==> config.mk <==
export PLATFORM = sky130hd
export DESIGN_NAME = seg_scan_ctrl
export DESIGN_NICKNAME = d
export VERILOG_FILES = /design/src/rtl/seg_pkg.sv /design/src/rtl/seg_tick_gen.sv /design/src/rtl/seg_scan_ctrl.sv
export SDC_FILE = /design/constraint.sdc
export NUM_CORES = 1
export LEC_CHECK = 0
export CORE_MARGIN = 1.5
export CORE_UTILIZATION = 60
export CTS_BUF_LIST = sky130_fd_sc_hd__clkbuf_16
export DETAILED_ROUTE_END_ITERATION = 6
export PLACE_DENSITY = 0.89
export RECOVER_POWER = 100
export SLEW_MARGIN = 20
export SYNTH_ARGS = -nofsm -noshare
export SYNTH_HDL_FRONTEND = slang
export SYNTH_HIERARCHICAL = 1
export SYNTH_SLANG_ARGS = --single-unit
export TNS_END_PERCENT = 30
==> constraint.sdc <==
create_clock -name clk -period 6 [get_ports clk]
set_input_delay 0.6 -clock clk [delete_from_list [all_inputs] [get_ports clk]]
set_output_delay 0.6 -clock clk [all_outputs]
set_load 0.005 [all_outputs]
==> src/rtl/seg_pkg.sv <==
// Shared constants for the 4-digit multiplexed 7-segment scanner:
// segment patterns (gfedcba, active-high) and the scan FSM encoding.
package seg_pkg;

   localparam logic [6:0] SEG_0    = 7'b0111111;
   localparam logic [6:0] SEG_1    = 7'b0000110;
   localparam logic [6:0] SEG_2    = 7'b1011011;
   localparam logic [6:0] SEG_3    = 7'b1001111;
   localparam logic [6:0] SEG_4    = 7'b1100110;
   localparam logic [6:0] SEG_5    = 7'b1101101;
   localparam logic [6:0] SEG_6    = 7'b1111101;
   localparam logic [6:0] SEG_7    = 7'b0000111;
   localparam logic [6:0] SEG_8    = 7'b1111111;
   localparam logic [6:0] SEG_9    = 7'b1101111;
   localparam logic [6:0] SEG_DASH = 7'b1000000;
   localparam logic [6:0] SEG_OFF  = 7'b0000000;

   localparam logic [0:0] ST_SHOW  = 1'b0;
   localparam logic [0:0] ST_GUARD = 1'b1;

endpackage

==> src/rtl/seg_tick_gen.sv <==
// Digit-dwell prescaler: counts 0..CLK_DIV-1 and wraps, pulsing tick on the
// last count so the scan FSM sees exactly one tick per CLK_DIV cycles.
module seg_tick_gen #(
   parameter int CLK_DIV = 50000
) (
   input  logic clk,
   input  logic rst_n,
   output logic tick
);

   localparam int            CW = $clog2(CLK_DIV);
   localparam logic [CW-1:0] TC = CW'(CLK_DIV - 1);

   logic [CW-1:0] cnt_q;
   logic [CW-1:0] cnt_d;

   always_comb begin
      tick  = (cnt_q == TC);
      cnt_d = tick ? '0 : cnt_q + 1'b1;
   end

   always_ff @(posedge clk) begin
      if (!rst_n) cnt_q <= '0;
      else        cnt_q <= cnt_d;
   end

endmodule

==> src/rtl/seg_scan_ctrl.sv <==
// Four-digit BCD display scanner with a one-cycle blanking guard between
// digits, frame-aligned value commits and optional leading-zero blanking.
//
//   state    | meaning
//   ---------+--------------------------------------------------------
//   ST_SHOW  | drive digit idx until the prescaler ticks
//   ST_GUARD | one cycle with all digits off, then advance idx
module seg_scan_ctrl
   import seg_pkg::*;
#(
   parameter int CLK_DIV = 50000
) (
   input  logic        clk,
   input  logic        rst_n,
   input  logic        wr_en,
   input  logic [15:0] wr_data,
   output logic        wr_rdy,
   input  logic        blank_lz,
   output logic [6:0]  seg,
   output logic [3:0]  dig_en
);

   function automatic logic [6:0] seg_decode(input logic [3:0] code);
      case (code)
         4'd0:    return SEG_0;
         4'd1:    return SEG_1;
         4'd2:    return SEG_2;
         4'd3:    return SEG_3;
         4'd4:    return SEG_4;
         4'd5:    return SEG_5;
         4'd6:    return SEG_6;
         4'd7:    return SEG_7;
         4'd8:    return SEG_8;
         4'd9:    return SEG_9;
         default: return SEG_DASH;
      endcase
   endfunction

   // Digit 0 is never blanked so an all-zero value still shows "0".
   function automatic logic lz_blank(input logic [15:0] disp, input logic [1:0] idx,
                                     input logic en);
      logic zero;
      case (idx)
         2'd1:    zero = (disp[15:4] == 12'h000);
         2'd2:    zero = (disp[15:8] == 8'h00);
         2'd3:    zero = (disp[15:12] == 4'h0);
         default: zero = 1'b0;
      endcase
      return en & zero;
   endfunction

   logic        tick;
   logic [0:0]  state_q, state_d;
   logic [1:0]  idx_q, idx_d;
   logic        pending_q, pending_d;
   logic [15:0] shadow_q, shadow_d;
   logic [15:0] disp_q, disp_d;
   logic [6:0]  seg_q, seg_d;
   logic [3:0]  dig_en_q, dig_en_d;
   logic [3:0]  digit;

   seg_tick_gen #(.CLK_DIV(CLK_DIV)) u_tick (
      .clk   (clk),
      .rst_n (rst_n),
      .tick  (tick)
   );

   assign wr_rdy = ~pending_q;
   assign seg    = seg_q;
   assign dig_en = dig_en_q;

   always_comb begin
      state_d   = state_q;
      idx_d     = idx_q;
      pending_d = pending_q;
      shadow_d  = shadow_q;
      disp_d    = disp_q;

      case (state_q)
         ST_SHOW: begin
            if (tick) begin
               state_d = ST_GUARD;
               // Commit only at the end of digit 3 so a frame never mixes values.
               if (idx_q == 2'd3 && pending_q) begin
                  disp_d    = shadow_q;
                  pending_d = 1'b0;
               end
            end
         end
         default: begin
            state_d = ST_SHOW;
            idx_d   = idx_q + 2'd1;
         end
      endcase

      if (wr_en && wr_rdy) begin
         shadow_d  = wr_data;
         pending_d = 1'b1;
      end

      digit = disp_q[{idx_q, 2'b00} +: 4];
      if (state_q == ST_SHOW) begin
         dig_en_d = 4'b0001 << idx_q;
         seg_d    = lz_blank(disp_q, idx_q, blank_lz) ? SEG_OFF : seg_decode(digit);
      end else begin
         dig_en_d = 4'b0000;
         seg_d    = SEG_OFF;
      end
   end

   always_ff @(posedge clk) begin
      if (!rst_n) begin
         state_q   <= ST_SHOW;
         idx_q     <= 2'd0;
         pending_q <= 1'b0;
         shadow_q  <= 16'h0000;
         disp_q    <= 16'h0000;
         seg_q     <= SEG_OFF;
         dig_en_q  <= 4'b0000;
      end else begin
         state_q   <= state_d;
         idx_q     <= idx_d;
         pending_q <= pending_d;
         shadow_q  <= shadow_d;
         disp_q    <= disp_d;
         seg_q     <= seg_d;
         dig_en_q  <= dig_en_d;
      end
   end

endmodule
* Word level (Yosys, flattened, before mapping) *
Memory sizes are Yosys's and may differ from the RTL's. A register that Yosys moved wholly into a read port is not among the register bits.
Index checks and enable logic that the tools add are counted.

operators by class
  equality and inequality tests = 5
  bitwise gates (word level) = 4
  multiplexer cells = 7
  reduce and logical (&&, ||, !) cells = 12
  $add $sub $neg = 2
  shift operators = 2

operators by type and width
  cell                     number
  $add A16 B1 Y16 const B  1
  $eq A16 B16 Y1 const B   1
  $shiftx A16 B5 Y4        1
  $logic_not A12 Y1        1
  $logic_not A8 Y1         1
  $mux W1                  6
  $reduce_and A3 Y1        2
  $eq A2 B2 Y1 const B     2
  $logic_not A4 Y1         1
  $reduce_bool A2 Y1       2
  $reduce_or A2 Y1         2
  $shl A1 B2 Y4 const A    1
  $not A1 Y1               3
  $pmux W1 S3              1
  $reduce_or A3 Y1         1
  $add A2 B1 Y2 const B    1
  $eq A2 B1 Y1 const B     1
  $logic_and A1 B1 Y1      2
  $ne A2 B1 Y1 const B     1
  $and A1 B1 Y1            1

word-level totals
  output and inout port bits = 12
  bits in read-only memories = 112
  word-level logic and storage cells = 40
  memories kept = 1
  register bits after elaboration = 56
  input bits = 20

memory list
  name             depth  width  rd ports  clocked after memory_dff  write ports  RTL line             RTL
  (no name shown)  16     7      1         1                         0            seg_scan_ctrl.sv:24  case (code)

* Logic depth before layout (Yosys ltp) *
Gate-level depths: netlist of run 1.

  depth after elaboration = 6
  mapped depth = 10
  gate-level depth less buffers = 8

* Hierarchy *
Netlist of run 1, hierarchy kept.

modules (own cells, without submodules)
  module         area each (sq um)  cells each  times used
  seg_scan_ctrl  2048.2             231         1
  seg_tick_gen   789.5              79          1

* Worst setup path after synthesis of run 1 *
OpenSTA, ideal clock, no wires.

  path kind = reg-to-reg
  from = register u_tick.cnt_q[0]
  to = register disp_q[10]
  slack = 4018 ps
  library setup time = 122 ps
  required time = 5878 ps
  data arrival time = 1860 ps
  stages on the path, launching flop included = 11
  path buffers = 2
  cells stage by stage = dfxtp_1 ha_1 and3_1 nand4_2 inv_1 nand2_1 or3_1 clkbuf_1 clkbuf_1 nand2_1 a21boi_0

between the ends
  longest elaborated chain between the ends = 2

RTL lines
  item                         RTL line              RTL
  from (decl)                  seg_tick_gen.sv:14    logic [CW-1:0] cnt_q;
  from (signal assigned)       seg_tick_gen.sv:24    else cnt_q <= cnt_d;
  $eq A16 B16 Y1               seg_tick_gen.sv:18    tick = (cnt_q == TC);
  named net tick               seg_scan_ctrl.sv:52   logic tick;
  $reduce_and A3 Y1 (no line)  n/a
  to (signal assigned)         seg_scan_ctrl.sv:125  disp_q <= disp_d;
  to (decl)                    seg_scan_ctrl.sv:57   logic [15:0] disp_q, disp_d;

The timed path passes the listed nets, and every way through them passes these cells.
A chain may end at the register's enable or synchronous reset.

* Final worst setup path of run 1 *
  from = register u_tick.cnt_q[0]
  to = register disp_q[7]

Same word-level chain as after synthesis.

==> out/metrics.csv, run 1 <==
metric,value,unit
outcome,"complete, but fails checks",
violations in the final reports,"capacitance limit, slew limit",
maximum clock frequency,0.324,GHz
crit end category,flip-flop,
number of storage elements in the synthesis netlist,63,
Max-Slew Margin vs Limit,-12.5,%
Hold Path Class,reg2reg,
clock latency at the later pin of the worst-skew pair,0.32,ns
arrival time at the worst endpoint,3.32,ns
combinational cell fraction of total power,4.8,%
post-cts sizing count,0,
sequential-to-total area share from yosys stat,44.4,%
final hold vios,0,
DIE AREA,0.00515,mm²
cell chain of the critical path,ha_1 -> and3_1 -> nand4_1 -> inv_1 -> nand2_1 -> nor3_1 -> nand2_1 -> a21boi_0,
TritonCTS clock tree,yes,
relative area change from synthesis to final layout,19.1,%
largest fanout on the critical path,17,
"Hold-fix buffers, CTS",0,
maximum vdd ir drop,187,µV
power density over the cells,272,mW/mm²
Post-Place Setup Slack,3.66,ns
post-synth net total,341,
number of buffers added by the clock tree synthesis step,9,
Most used DFF post-synth,sky130_fd_sc_hd__dfxtp_1,
Int Power,0.000725,W
Required @ worst endpoint,6.24,ns
initial drt markers,189,
Ports,32,
remaining number of nets flagged by the antenna check after routing,0,
Clock Sink Count,63,
count of endpoints failing setup in the final report,0,
number of nets in the finished design,370,
number of distinct standard cells referenced by the synthesized netlist,44,
most frequent cell on the critical path,sky130_fd_sc_hd__nand2_1,
"most common cell after layout, fill and taps aside",sky130_fd_sc_hd__nand2_1,
number of H-tree levels,3,
number of iterations in the first detailed-routing pass,4,
crit-path leading delay family,simple AND/OR/NAND/NOR gates,
Reg power frac,47.5,%
final WL,5.69,mm
transition at the pin with the smallest max-transition slack,1.68,ns
DR vias/cell,5.63,
maximum number of pins on one net before global-route repair,41,
post-detailed-route wirelength per cell,14.4,µm
first-pass GRT wire length,9.74,mm
buffer type at the clock tree root,sky130_fd_sc_hd__clkbuf_16,
"commonest cells after routing, fill and taps aside","sky130_fd_sc_hd__nand2_1 (71), sky130_fd_sc_hd__dfxtp_1 (63), sky130_fd_sc_hd__a21boi_0 (32), sky130_fd_sc_hd__nor2_1 (22), sky130_fd_sc_hd__clkdlybuf4s50_1 (18)",
RSZ-0062 raised after global routing,false,
post-CTS repair timing setup buffer count,0,
clock input transition at the sequential cells of the worst setup and hold paths,0.05,ns
total via count in the routed design,2224,
clock group share of total power,47.7,%
mean area per synthesized cell,9.15,µm²
final worst path period need,3.08,ns
worst-case setup margin in the final layout,2.92,ns
gate count after technology mapping,310,
total global routing track utilization,24.5,%
longest individual stage delay on the worst path,1.26,ns
number of buffers between clock root and the deepest sink,2,
Total Negative Setup Slacks,0,ns
proportion of synthesized flip-flops having asynchronous set or reset,0,%
total global routing overflow,0,
CP bufs+invs,1,
Sw Pwr,0.000193,W
count of standard-cell rows,24,
Final Cycle Share,51.4,%
Final Max Tran Viols,18,
Max Cap Violations,1,
Setup CP Type,reg2reg,
Core Region,0.00444,mm²
Ant. Diodes,0,
number of synthesized flops with an enable pin,0,
width of the die,71.8,µm
vias in the first global route,2124,
Filler Cell Count,311,
LEAKAGE,1.24,nW
half-perimeter wire length after placement,3.75,mm
switching share of total power,21.0,%
area of combinational cells with multiple inputs,0.00143,mm²
number of warnings issued by yosys,6,
initial standard-cell utilization of the core,63.9,%
vertical die dimension,71.8,µm
Final Wtd Congestion,0.803,
critical path's slowest cell,sky130_fd_sc_hd__nor3_1,
count of buffers from port buffering,31,
post-synthesis instance area,0.00284,mm²
Fin Clk Skew,0.00457,ns
share of cells above drive strength 1,10.5,%
Sequential cell area,0.00126,mm²
worst setup slack for register-to-register paths,2.92,ns
kind of start point of the critical path,flip-flop,
initial antenna violation count,0,
DRC Markers,0,
path summary, 6_finish.rpt:
check / from / to / depth (start not counted)
worst max-delay path: u_tick/cnt_q[0] / disp_q[7] / 8
worst min-delay path: shadow_q[5] / disp_q[5] / 2
worst max register to register: u_tick/cnt_q[0] / disp_q[7] / 8
worst min register to register: shadow_q[5] / disp_q[5] / 2
per-layer routing:
metal / share of wire (%) / vias to the layer above / track usage, %
met3: 4.6 / 16 / 7.17
met1: 45 / 1058 / 31.2
li1: - / 1089 / -
met4: 2.9 / 0 / 13.4
met2: 48 / 61 / 37.7
met5: 0 / - / 0
final cells by class:
| class | instances | area share, % |
|---|---|---|
| clock inverter | 6 | 0.851 |
| tap | 52 | 1.92 |
| clock buffer | 9 | 6.66 |
| inverter | 16 | 1.78 |
| multi-input combinational | 217 | 42.2 |
| sequential | 63 | 37.3 |
| timing repair buffer | 32 | 9.29 |
per-stage QoR:
step / instance area, µm² / std cells / power (W) / hold slack [ns] / utilization (%)
floorplan: 2840 / 310 / 0.000466 / 0.431 / -
global placement: 3140 / 380 / 0.000489 / 0.447 / 70.7
detailed placement: 3140 / 380 / 0.000490 / 0.454 / 70.7
CTS: 3400 / 395 / 0.000924 / 0.460 / 76.5
global route: 3380 / 395 / 0.000948 / 0.492 / 76.1
finish: 3380 / 395 / 0.000918 / 0.473 / 76.1
registers in the layout, indices dropped and copies added (netlist names):
signal and flops:
u_tick/cnt_q 16, shadow_q 16, pending_q 1, seg 7, disp_q 16, dig_en 4, idx_q 2, state_q 1
tightest hold or removal path, cell delays in order, from the launching register on:
cell and delay (ns):
sky130_fd_sc_hd__dfxtp_1 0.31, sky130_fd_sc_hd__nand2_1 0.05, sky130_fd_sc_hd__a21boi_0 0.06
kinds of logic after synthesis:
group                      Yosys count  synth area share (%)
muxes                                7                  4.28
and+or+nand+nor                    133                  24.6
adders and majority gates           11                  4.85
buffers and inverters               30                  4.81
DFF                                 63                  44.4
xor gates and xnor gates            15                  4.63
AOI/OAI and AO/OA                   51                  12.4
synth_stat cells, drive strengths merged, types with 2 or more instances:
cell type	n	area [µm²]
a21boi	32	240
a21oi	13	65.1
and2	2	12.5
and3	2	12.5
and4bb	2	25.0
buf	3	33.8
clkbuf	11	42.5
dfxtp	63	1260
ha	11	138
inv	16	60.1
mux2i	2	20.0
mux4	4	90.1
nand2	71	269
nand2b	2	12.5
nand3	6	47.6
nand4	4	52.6
nor2	24	95.1
nor2b	2	12.5
nor3	7	40.0
nor3b	2	26.3
nor4	6	62.6
o21ai	2	10.0
xnor2	11	96.3
xor2	4	35.0
power by group through the flow:
stage / Sequential [W] / Combinational, W / Clock, W
finish: 0.000436 / 0.0000441 / 0.000438
global route: 0.000437 / 0.0000500 / 0.000461
CTS: 0.000436 / 0.0000458 / 0.000442
detailed placement: 0.000445 / 0.0000452 / 0
global placement: 0.000444 / 0.0000445 / 0
floorplan: 0.000443 / 0.0000226 / 0
Power figures use the tool's default switching activity.
==> run 2: changes to the inputs <==
--- a/config.mk
+++ b/config.mk
@@ -6,10 +6,10 @@
 export NUM_CORES = 1
 export LEC_CHECK = 0
 export CORE_MARGIN = 1.5
-export CORE_UTILIZATION = 60
+export CORE_UTILIZATION = 55
 export CTS_BUF_LIST = sky130_fd_sc_hd__clkbuf_16
 export DETAILED_ROUTE_END_ITERATION = 6
-export PLACE_DENSITY = 0.89
+export PLACE_DENSITY = 0.83
 export RECOVER_POWER = 100
 export SLEW_MARGIN = 20
 export SYNTH_ARGS = -nofsm -noshare
==> constraint.sdc (replaced) <==
create_clock -name clk -period 2.9 [get_ports clk]
set_input_delay 0.29 -clock clk [delete_from_list [all_inputs] [get_ports clk]]
set_output_delay 0.29 -clock clk [all_outputs]
set_load 0.005 [all_outputs]
==> out/metrics.csv, run 2 (synthesis results as in run 1) <==
metric,value,unit
Setup CP Type,in2reg,
maximum vdd ir drop,482,µV
crit end category,flip-flop,
outcome,"finished, final reports clean",
Filler Cell Count,378,
TritonCTS clock tree,yes,
clock input transition at the sequential cells of the worst setup and hold paths,0.05,ns
vias in the first global route,2093,
Final Instance Count excl. Fillers,413,
Core Region,0.00485,mm²
post-CTS repair timing setup buffer count,0,
clock latency at the later pin of the worst-skew pair,0.32,ns
number of buffers between clock root and the deepest sink,2,
Post-Place Setup Slack,0.736,ns
Clock Sink Count,63,
relative area change from synthesis to final layout,21.3,%
maximum number of pins on one net before global-route repair,40,
Final Cycle Share,78.8,%
Required @ worst endpoint,3.14,ns
Max-Slew Margin vs Limit,12.8,%
buffer type at the clock tree root,sky130_fd_sc_hd__clkbuf_16,
Final Wtd Congestion,0.798,
LEAKAGE,1.27,nW
initial antenna violation count,0,
final WL,5.35,mm
Final Max Tran Viols,0,
"commonest cells after routing, fill and taps aside","sky130_fd_sc_hd__nand2_1 (70), sky130_fd_sc_hd__dfxtp_1 (63), sky130_fd_sc_hd__a21boi_0 (32), sky130_fd_sc_hd__nor2_1 (24)",
Total Negative Setup Slacks,0,ns
core utilization of the finished layout,71.0,%
number of nets in the finished design,372,
arrival time at the worst endpoint,2.53,ns
share of cells above drive strength 1,10.4,%
Ant. Diodes,0,
post-detailed-route wirelength per cell,13.0,µm
half-perimeter wire length after placement,3.60,mm
Ports,32,
kind of start point of the critical path,primary input,
total global routing track utilization,22.5,%
initial drt markers,53,
count of buffers from port buffering,31,
first-pass GRT wire length,9.39,mm
final worst path period need,2.29,ns
total global routing overflow,0,
final hold vios,0,
count of endpoints failing setup in the final report,0,
power after layout,0.00200,W
number of iterations in the first detailed-routing pass,4,
count of standard-cell rows,25,
DRC Markers,0,
width of the die,74.8,µm
maximum clock frequency,0.438,GHz
transition at the pin with the smallest max-transition slack,1.31,ns
initial standard-cell utilization of the core,58.5,%
largest fanout on the critical path,39,
Max Cap Violations,0,
area of combinational cells with multiple inputs,0.00143,mm²
"most common cell after layout, fill and taps aside",sky130_fd_sc_hd__nand2_1,
DIE AREA,0.00560,mm²
worst-case setup margin in the final layout,0.614,ns
remaining number of nets flagged by the antenna check after routing,0,
post-cts sizing count,0,
Hold Path Class,reg2reg,
"Hold-fix buffers, CTS",0,
RSZ-0062 raised after global routing,false,
leading registers by flop count,"disp_q: 16 flops, shadow_q: 16 flops, u_tick/cnt_q: 16 flops",
Sequential cell area,0.00126,mm²
number of H-tree levels,3,
vertical die dimension,74.8,µm
DR vias/cell,5.13,
total via count in the routed design,2120,
Fin Clk Skew,0.00610,ns
number of cells after detailed placement,397,
power density over the cells,580,mW/mm²
number of buffers added by the clock tree synthesis step,9,
## run 2: layout make-up
class,count,share of cell area (%)
Tap cell,67,2.43
Inverter,16,1.74
Sequential cell,63,36.6
Timing Repair Buffer,34,9.56
Clock inverter,7,1.64
Multi-Input combinational cell,217,41.5
Clock buffer,9,6.54
## run 2: per-layer routing
layer  GRT usage (%)  routed length [µm]  vias up
met4            13.1                 121        0
met3            5.76                 182       12
li1                -                   -     1094
met2            32.9                2380       51
met5               0                   0        -
met1            29.9                2660      963
## run 2: report_power, final
part           switching (W)  total [W]  internal [W]
Clock               0.000355    0.00100      0.000649
Combinational      0.0000407  0.0000921     0.0000514
Sequential         0.0000117   0.000901      0.000890
Total               0.000407    0.00200       0.00159
## run 2: final timing paths
kind / slack [ns] / endpoint / startpoint / cells after the start
setup / recovery: 0.61 / u_tick/cnt_q[10] / rst_n / 4
hold reg to reg: 0.47 / u_tick/cnt_q[0] / u_tick/cnt_q[0] / 1
hold / removal: 0.47 / u_tick/cnt_q[0] / u_tick/cnt_q[0] / 1
setup reg to reg: 0.66 / disp_q[9] / u_tick/cnt_q[0] / 8
## run 2: through the flow
| stage | hold slack (ns) | cell area (µm²) |
|---|---|---|
| 4_1_cts | 0.464 | 3460 |
| 3_3_place_gp | 0.450 | 3180 |
| 2_1_floorplan | 0.412 | 2840 |
| 3_5_place_dp | 0.456 | 3180 |
| 6_report | 0.468 | 3440 |
| 5_1_grt | 0.496 | 3440 |
## run 2: critical path: stages
cell	delay, ns
sky130_fd_sc_hd__dlygate4sd3_1	0.56
sky130_fd_sc_hd__clkbuf_1	0.97
sky130_fd_sc_hd__nand2_2	0.45
sky130_fd_sc_hd__nor2_1	0.24
